## src/rtl/bf16_entry_encoder_if.sv

```systemverilog
// Keypad/result bundle for bf16_entry_encoder.
//   Keypad side (master drives): digit_valid, digit[3:0], key_point, key_neg,
//     key_enter, key_clear -- all one-cycle strobes.
//   Encoder side (slave drives): result[15:0] (BF16), result_valid (pulse),
//     busy, entry_overflow (sticky until clear).
interface bf16_entry_encoder_if;
  logic        digit_valid;
  logic [3:0]  digit;
  logic        key_point;
  logic        key_neg;
  logic        key_enter;
  logic        key_clear;
  logic [15:0] result;
  logic        result_valid;
  logic        busy;
  logic        entry_overflow;

  modport master (
    output digit_valid, digit, key_point, key_neg, key_enter, key_clear,
    input  result, result_valid, busy, entry_overflow
  );

  modport slave (
    input  digit_valid, digit, key_point, key_neg, key_enter, key_clear,
    output result, result_valid, busy, entry_overflow
  );
endinterface

```

## src/rtl/bf16_entry_encoder.sv

```systemverilog
// Converts signed decimal keystrokes into one BF16 word.
// Integer and fraction digits are accumulated in binary; the fraction is
// turned into a 16-bit binary fraction by a restoring divider, the 33-bit
// fixed-point magnitude is normalised one bit per cycle and then rounded to
// nearest-even.
// Ports:
//   clk  - system clock
//   rst  - synchronous, active-high reset
//   kp   - slave side of bf16_entry_encoder_if (keys in, result/status out)
module bf16_entry_encoder #(
  parameter int INT_DIGITS  = 5,
  parameter int FRAC_DIGITS = 4
) (
  input  logic                 clk,
  input  logic                 rst,
  bf16_entry_encoder_if.slave  kp
);

  // 99999 needs 17 bits, 9999 needs 14 bits; the mag layout is fixed at 33 bits.
  localparam int          INT_W    = 17;
  localparam int          FRAC_W   = 14;
  localparam logic [2:0]  INT_MAX  = 3'(INT_DIGITS);
  localparam logic [2:0]  FRAC_MAX = 3'(FRAC_DIGITS);
  localparam logic [7:0]  EXP_INIT = 8'd143;   // bias 127 plus 16 fraction bits

  typedef enum logic [2:0] {
    ENT_INT, ENT_FRAC, DIVIDE, NORMALIZE, ROUND, DONE
  } state_t;

  state_t              r_state, w_state_nxt;
  logic [INT_W-1:0]    r_int_acc;
  logic [FRAC_W-1:0]   r_frac_acc;
  logic [2:0]          r_int_cnt, r_frac_cnt;
  logic                r_neg, r_ovf;
  logic [14:0]         r_rem, r_div;
  logic [15:0]         r_frac_q;
  logic [3:0]          r_div_cnt;
  logic [32:0]         r_mag;
  logic [7:0]          r_exp;
  logic [15:0]         r_result;

  logic                w_entry, w_digit_ok;
  logic [15:0]         w_t, w_rem_nxt;
  logic                w_qbit;
  logic [15:0]         w_frac_q_nxt;
  logic [14:0]         w_round;

  // 10^n divisor ROM for n fraction digits.
  function automatic logic [14:0] pow10(input logic [2:0] n);
    case (n)
      3'd1:    return 15'd10;
      3'd2:    return 15'd100;
      3'd3:    return 15'd1000;
      3'd4:    return 15'd10000;
      default: return 15'd1;
    endcase
  endfunction

  // Round-to-nearest-even on a normalised magnitude (the implicit 1 is above
  // bit 31). A mantissa carry-out bumps the exponent.
  function automatic logic [14:0] round_rne(input logic [31:0] bits,
                                            input logic [7:0]  exp_in);
    logic [6:0] man;
    logic [7:0] e;
    logic       guard, sticky;
    man    = bits[31:25];
    guard  = bits[24];
    sticky = |bits[23:0];
    e      = exp_in;
    if (guard && (sticky || man[0])) begin
      if (man == 7'h7F) begin
        man = 7'h00;
        e   = e + 8'd1;
      end else begin
        man = man + 7'd1;
      end
    end
    return {e, man};
  endfunction

  assign w_entry      = (r_state == ENT_INT) || (r_state == ENT_FRAC);
  assign w_digit_ok   = kp.digit_valid && (kp.digit <= 4'd9);
  assign w_t          = {r_rem, 1'b0};
  assign w_qbit       = (w_t >= {1'b0, r_div});
  assign w_rem_nxt    = w_qbit ? (w_t - {1'b0, r_div}) : w_t;
  assign w_frac_q_nxt = {r_frac_q[14:0], w_qbit};
  assign w_round      = round_rne(r_mag[31:0], r_exp);

  assign kp.result         = r_result;
  assign kp.result_valid   = (r_state == DONE);
  assign kp.busy           = !w_entry;
  assign kp.entry_overflow = r_ovf;

  always_ff @(posedge clk) begin
    if (rst) r_state <= ENT_INT;
    else     r_state <= w_state_nxt;
  end

  always_comb begin
    w_state_nxt = r_state;
    case (r_state)
      ENT_INT, ENT_FRAC: begin
        if (kp.key_clear)
          w_state_nxt = ENT_INT;
        else if (kp.key_enter)
          w_state_nxt = (r_frac_cnt != 3'd0) ? DIVIDE : NORMALIZE;
        else if (kp.key_neg)
          w_state_nxt = r_state;
        else if (kp.key_point)
          w_state_nxt = ENT_FRAC;
      end
      DIVIDE:    if (r_div_cnt == 4'd15) w_state_nxt = NORMALIZE;
      NORMALIZE: begin
        if (r_mag == 33'd0)  w_state_nxt = DONE;
        else if (r_mag[32])  w_state_nxt = ROUND;
      end
      ROUND:     w_state_nxt = DONE;
      DONE:      w_state_nxt = ENT_INT;
      default:   w_state_nxt = ENT_INT;
    endcase
  end

  // The result register is written on the edge into DONE so that it is
  // already stable during the result_valid cycle.
  always_ff @(posedge clk) begin
    if (rst) begin
      r_int_acc  <= '0;
      r_frac_acc <= '0;
      r_int_cnt  <= '0;
      r_frac_cnt <= '0;
      r_neg      <= 1'b0;
      r_ovf      <= 1'b0;
      r_rem      <= '0;
      r_div      <= '0;
      r_frac_q   <= '0;
      r_div_cnt  <= '0;
      r_mag      <= '0;
      r_exp      <= '0;
      r_result   <= 16'h0000;
    end else begin
      case (r_state)
        ENT_INT, ENT_FRAC: begin
          if (kp.key_clear) begin
            r_int_acc  <= '0;
            r_frac_acc <= '0;
            r_int_cnt  <= '0;
            r_frac_cnt <= '0;
            r_neg      <= 1'b0;
            r_ovf      <= 1'b0;
          end else if (kp.key_enter) begin
            r_div_cnt <= '0;
            r_exp     <= EXP_INIT;
            if (r_frac_cnt != 3'd0) begin
              r_rem    <= {1'b0, r_frac_acc};
              r_div    <= pow10(r_frac_cnt);
              r_frac_q <= '0;
            end else begin
              // No fraction: skip the divider and load the magnitude directly.
              r_frac_q <= '0;
              r_mag    <= {r_int_acc, 16'h0000};
            end
          end else if (kp.key_neg) begin
            r_neg <= ~r_neg;
          end else if (kp.key_point) begin
            // handled by the state machine; consumes the cycle in either state
          end else if (w_digit_ok) begin
            if (r_state == ENT_INT) begin
              if (r_int_cnt < INT_MAX) begin
                r_int_acc <= r_int_acc * 17'd10 + {13'd0, kp.digit};
                r_int_cnt <= r_int_cnt + 3'd1;
              end else begin
                r_ovf <= 1'b1;
              end
            end else begin
              if (r_frac_cnt < FRAC_MAX) begin
                r_frac_acc <= r_frac_acc * 14'd10 + {10'd0, kp.digit};
                r_frac_cnt <= r_frac_cnt + 3'd1;
              end else begin
                r_ovf <= 1'b1;
              end
            end
          end
        end
        DIVIDE: begin
          r_rem     <= w_rem_nxt[14:0];
          r_frac_q  <= w_frac_q_nxt;
          r_div_cnt <= r_div_cnt + 4'd1;
          if (r_div_cnt == 4'd15)
            r_mag <= {r_int_acc, w_frac_q_nxt};
        end
        NORMALIZE: begin
          if (r_mag == 33'd0) begin
            r_result <= 16'h0000;           // zero is always emitted as +0
          end else if (!r_mag[32]) begin
            r_mag <= {r_mag[31:0], 1'b0};
            r_exp <= r_exp - 8'd1;
          end
        end
        ROUND: r_result <= {r_neg, w_round};
        DONE: begin
          r_int_acc  <= '0;
          r_frac_acc <= '0;
          r_int_cnt  <= '0;
          r_frac_cnt <= '0;
          r_neg      <= 1'b0;
        end
        default: ;
      endcase
    end
  end

endmodule

```

## src/flat_wrapper.sv

```systemverilog
// flat-port wrapper written by rule: the top's interface ports become plain ports
module bf16_entry_encoder_flat 
#(
  parameter int INT_DIGITS  = 5,
  parameter int FRAC_DIGITS = 4
)
  (clk, rst, kp_digit_valid, kp_digit, kp_key_point, kp_key_neg, kp_key_enter, kp_key_clear, kp_result, kp_result_valid, kp_busy, kp_entry_overflow);
  bf16_entry_encoder_if kp_i ();
  input  logic clk;
  input  logic rst;
  input wire logic [$bits(kp_i.digit_valid)-1:0] kp_digit_valid;
  input wire logic [$bits(kp_i.digit)-1:0] kp_digit;
  input wire logic [$bits(kp_i.key_point)-1:0] kp_key_point;
  input wire logic [$bits(kp_i.key_neg)-1:0] kp_key_neg;
  input wire logic [$bits(kp_i.key_enter)-1:0] kp_key_enter;
  input wire logic [$bits(kp_i.key_clear)-1:0] kp_key_clear;
  output wire logic [$bits(kp_i.result)-1:0] kp_result;
  output wire logic [$bits(kp_i.result_valid)-1:0] kp_result_valid;
  output wire logic [$bits(kp_i.busy)-1:0] kp_busy;
  output wire logic [$bits(kp_i.entry_overflow)-1:0] kp_entry_overflow;
  assign kp_i.digit_valid = kp_digit_valid;
  assign kp_i.digit = kp_digit;
  assign kp_i.key_point = kp_key_point;
  assign kp_i.key_neg = kp_key_neg;
  assign kp_i.key_enter = kp_key_enter;
  assign kp_i.key_clear = kp_key_clear;
  assign kp_result = kp_i.result;
  assign kp_result_valid = kp_i.result_valid;
  assign kp_busy = kp_i.busy;
  assign kp_entry_overflow = kp_i.entry_overflow;
  bf16_entry_encoder #(.INT_DIGITS(INT_DIGITS), .FRAC_DIGITS(FRAC_DIGITS)) u_core (.clk(clk), .rst(rst), .kp(kp_i));
endmodule
```

## config.mk

```make
export PLATFORM = sky130hd
export DESIGN_NAME = bf16_entry_encoder_flat
export DESIGN_NICKNAME = d
export VERILOG_FILES = /design/src/rtl/bf16_entry_encoder_if.sv /design/src/rtl/bf16_entry_encoder.sv /design/src/flat_wrapper.sv
export SDC_FILE = /design/constraint.sdc
export NUM_CORES = 1
export LEC_CHECK = 0
export ABC_AREA = 1
export CORE_MARGIN = 2
export CORE_UTILIZATION = 58
export DETAILED_ROUTE_END_ITERATION = 10
export GPL_ROUTABILITY_DRIVEN = 0
export PLACE_DENSITY = 0.76
export SLEW_MARGIN = 20
export SYNTH_ARGS = -nofsm -noshare
export SYNTH_HDL_FRONTEND = slang
export SYNTH_SLANG_ARGS = --single-unit
export TNS_END_PERCENT = 100
```

## constraint.sdc

```tcl
create_clock -name clk -period 3.1 [get_ports clk]
set_input_delay 0.465 -clock clk [delete_from_list [all_inputs] [get_ports clk]]
set_output_delay 0.465 -clock clk [all_outputs]
set_load 0.005 [all_outputs]
```

==> key figures, run 1 <==
Clock tree
  – Clk Latency, worst-skew pair: 0.43 ns
  – Num CTS Buffers: 17
  – CTS tree: yes
  – Worst-path clk slew: 0.06 ns
  – H-tree levels: 4
  – Clock sinks: 141
  – CTS Buffer Depth: 2
  – Root buffer cell: clkbuf_16

Synthesis
  – Synthesized Nets: 1417
  – Post-synth top area share: 31.21%
  – Most area-consuming cells after synthesis: dfxtp_1, nand2_1, ha_1
  – Yosys cell types: 50
  – Synth warn: 0
  – Synth area leader: dfxtp_1
  – Sequential share of the synthesized area: 31.21%
  – Synthesized area: 9045 um^2
  – Yosys reg bits: 141
  – Gate Count Post-Synth: 1329
  – Synthesized area per cell: 6.806 um^2

Timing
  – Final period util: 89.59%
  – Tightest Pin Transition: 0.9390 ns
  – Final hold violation count: 0
  – Final min period: 2.777 ns
  – Sum Neg Setup Slack: 0 ns
  – RSZ-0062 raised after global routing: false
  – Final setup vio count: 0
  – Worst Skew: 0.008918 ns
  – Pins Over Slew Limit: 0
  – Worst slew margin: 37.40%
  – Peak Freq: 360.1 MHz

Global route
  – First-pass GRT wire length: 37.17 mm
  – Vias in the first global route: 7947
  – GRT overflow: 0
  – Largest net degree at the start of global routing: 86
  – Gr usage total: 27.61%
  – Initial antenna violation count: 1

Min path
  – Hold wc startpoint: u_core.r_frac_q[3]
  – Hold Path Sink: u_core.r_frac_q[3]
  – Hold path depth: 2
  – Min-Delay Path Class: reg2reg

Final layout
  – Number of fill cells in the layout: 1327
  – Most frequent cells in the layout: nand2_1, a21oi_1, dfxtp_1, inv_1, o21ai_0
  – Diodes inserted: 0
  – Area taken by multi-input logic gates: 5497 um^2
  – Post-route cell area: 10170 um^2
  – Commonest non-fill, non-tap cell in the layout: nand2_1
  – Final nets: 1431
  – Area growth syn-to-layout: 12.39%
  – Share of post-route cells with drive strength above 1: 6.195%
  – Register area: 2824 um^2

Flow run
  – Max-cap violations: 0

Floorplan
  – Die area: 16610 um^2
  – Die height: 128.9 um
  – Effective utilization at floorplan: 59.50%
  – Placeable Area: 15200 um^2
  – Cell row count: 45
  – I/O pin count: 30
  – Die width: 128.9 um

Outcome
  – Status: finished clean

Critical path
  – Critical R2R Capture: u_core.r_int_acc[14]
  – Worst setup startpoint: u_core.r_int_acc[1]
  – Type of origin of the critical path: flip-flop
  – Critical Path RT: 3.37 ns
  – Worst Setup Path Type: reg2reg
  – WP data arrival: 3.05 ns
  – R2R depth: 14
  – R2R setup slack: 0.32 ns
  – Worst R2R Start: u_core.r_int_acc[1]
  – Crit path capture type: flip-flop
  – CP Max Fanout: 5

Placed design
  – IO Port Bufs: 29
  – Placed instance area: 9480 um^2
  – Final HPWL DP: 15.58 mm

Route
  – Vias: 8745
  – Initial DRC count: 544
  – First drt pass iteration count: 5
  – ANT nets after route: 0
  – WL final: 22.18 mm
  – Vias/cell: 5.664
  – DR WL/cell: 14.36 um
  – Residual DRC: 0

Pwr
  – Leakage dissipation: 4.487 nW
  – Max VDD drop: 0.4500 mV
  – Cell Pwr Density: 579.7 nW/um^2
-- logic make-up (layout without fill, tap and decap cells) --
family / after synthesis / after routing / synth area share, %
adders and majority gates: 77 / 77 / 11.07
and+or+nand+nor: 544 / 544 / 26.05
buffers and inverters: 192 / 219 / 8.259
AOI/OAI and AO/OA: 342 / 342 / 20.22
DFF: 141 / 141 / 31.21
xor gates and xnor gates: 33 / 33 / 3.195
-- cell usage after synthesis, drive strengths merged --
| cell type | count |
|---|---|
| and3 | 4 |
| nand3b | 7 |
| a22oi | 1 |
| clkbuf | 32 |
| a211oi | 7 |
| xor2 | 24 |
| a31oi | 5 |
| clkinv | 3 |
| o21a | 3 |
| ha | 72 |
| o22ai | 2 |
| o2111ai | 1 |
| inv | 141 |
| o21bai | 6 |
| nor3 | 13 |
| nand3 | 75 |
| nor4 | 4 |
| buf | 16 |
| o211ai | 15 |
| fa | 5 |
| o211a | 1 |
| nor3b | 1 |
| dfxtp | 141 |
| xnor2 | 9 |
| a21oi | 175 |
| nand2 | 327 |
| a21boi | 2 |
| nand4 | 21 |
| a32oi | 1 |
| a21o | 1 |
| nor2 | 81 |
| or2 | 11 |
| o21ai | 122 |
-- power by group --
| group | switching [W] | internal, W | total (W) |
|---|---|---|---|
| Combinational | 0.000994 | 0.000528 | 0.00152 |
| Clock | 0.000822 | 0.00147 | 0.00230 |
| Sequential | 0.000116 | 0.00196 | 0.00207 |
-- metal layers --
| layer | wire length, um | track usage, % | part of all wire (%) |
|---|---|---|---|
| met5 | 14 | 0 | 0.063 |
| met4 | 331 | 7.417 | 1.5 |
| met3 | 939 | 6.195 | 4.2 |
| met2 | 10560 | 46.16 | 48 |
| met1 | 10330 | 36.10 | 47 |
-- final cells by class --
type	count	area share, %
tap	188	2.314
multi-input combinational	996	54.07
sequential	141	27.78
clock buffer	19	4.455
timing repair buffer	43	3.963
inverter	144	5.317
clock inverter	13	2.105
-- worst max-delay path by stage --
stage                     slack [ns]                   end  cells after the start
final                           0.32  u_core.r_int_acc[14]                     14
after global placement          0.30     u_core.r_state[1]                      8
after floorplan                 0.55  u_core.r_int_acc[14]                     14
after detailed placement        0.17   u_core.r_div_cnt[3]                      8
after CTS                       0.17  u_core.r_int_acc[14]                     14
after global routing            0.05  u_core.r_int_acc[14]                     15
-- worst max-delay path, cell delays in order (launching register included) --
cell,delay [ns]
dfxtp_2,0.35
ha_1,0.30
ha_2,0.22
fa_1,0.51
nand2_1,0.08
nor2_1,0.08
nand2_1,0.07
a21oi_1,0.16
nand2_1,0.13
nor2_2,0.11
nand4_1,0.14
nor2_2,0.19
nand3b_1,0.11
nand3_1,0.10
a21oi_1,0.06
-- registers in the layout, summed over array words and instances, names as in the netlist, 4 cells and up --
signal / flops
u_core.r_frac_acc: 14
u_core.r_div: 8
u_core.r_exp: 8
u_core.r_mag: 33
u_core.r_int_acc: 17
u_core.r_rem: 15
u_core.kp.result: 16
u_core.r_frac_q: 15
u_core.r_div_cnt: 4
-- metrics by stage --
step	power [W]	utilization (%)	hold slack [ns]	std cells	worst slack [ns]
2_1_floorplan	0.003249	-	0.4365	1329	0.5544
3_3_place_gp	0.003579	62.36	0.4491	1511	0.2971
3_5_place_dp	0.003601	62.36	0.4546	1511	0.1684
4_1_cts	0.005893	66.75	0.4635	1543	0.1673
5_1_grt	0.006227	66.87	0.4783	1544	0.04647
6_report	0.005893	66.87	0.4624	1544	0.3226
-- timing repair --
item / 4_1_cts / 5_1_grt
hold buffers: 0 / 0
setup buffers: 0 / 1
resized for setup: 0 / 4
setup endpoints to repair: 0 / 4
Note: power is estimated with default switching activity, not from simulation.
==> inputs of run 2 (changes only) <==
--- a/config.mk
+++ b/config.mk
@@ -6,6 +6,7 @@
 export NUM_CORES = 1
 export LEC_CHECK = 0
 export ABC_AREA = 1
+export CAP_MARGIN = 0
 export CORE_MARGIN = 2
 export CORE_UTILIZATION = 58
 export DETAILED_ROUTE_END_ITERATION = 10
==> results of run 2 <==
The final DEF is identical to that of run 1; final timing and power are the same.
==> inputs of run 3 (changes only) <==
--- a/config.mk
+++ b/config.mk
@@ -6,7 +6,7 @@
 export NUM_CORES = 1
 export LEC_CHECK = 0
 export ABC_AREA = 1
-export CAP_MARGIN = 0
+export CAP_MARGIN = 20
 export CORE_MARGIN = 2
 export CORE_UTILIZATION = 58
 export DETAILED_ROUTE_END_ITERATION = 10
==> results of run 3 <==
The final DEF is identical to that of run 1; final timing and power are the same.
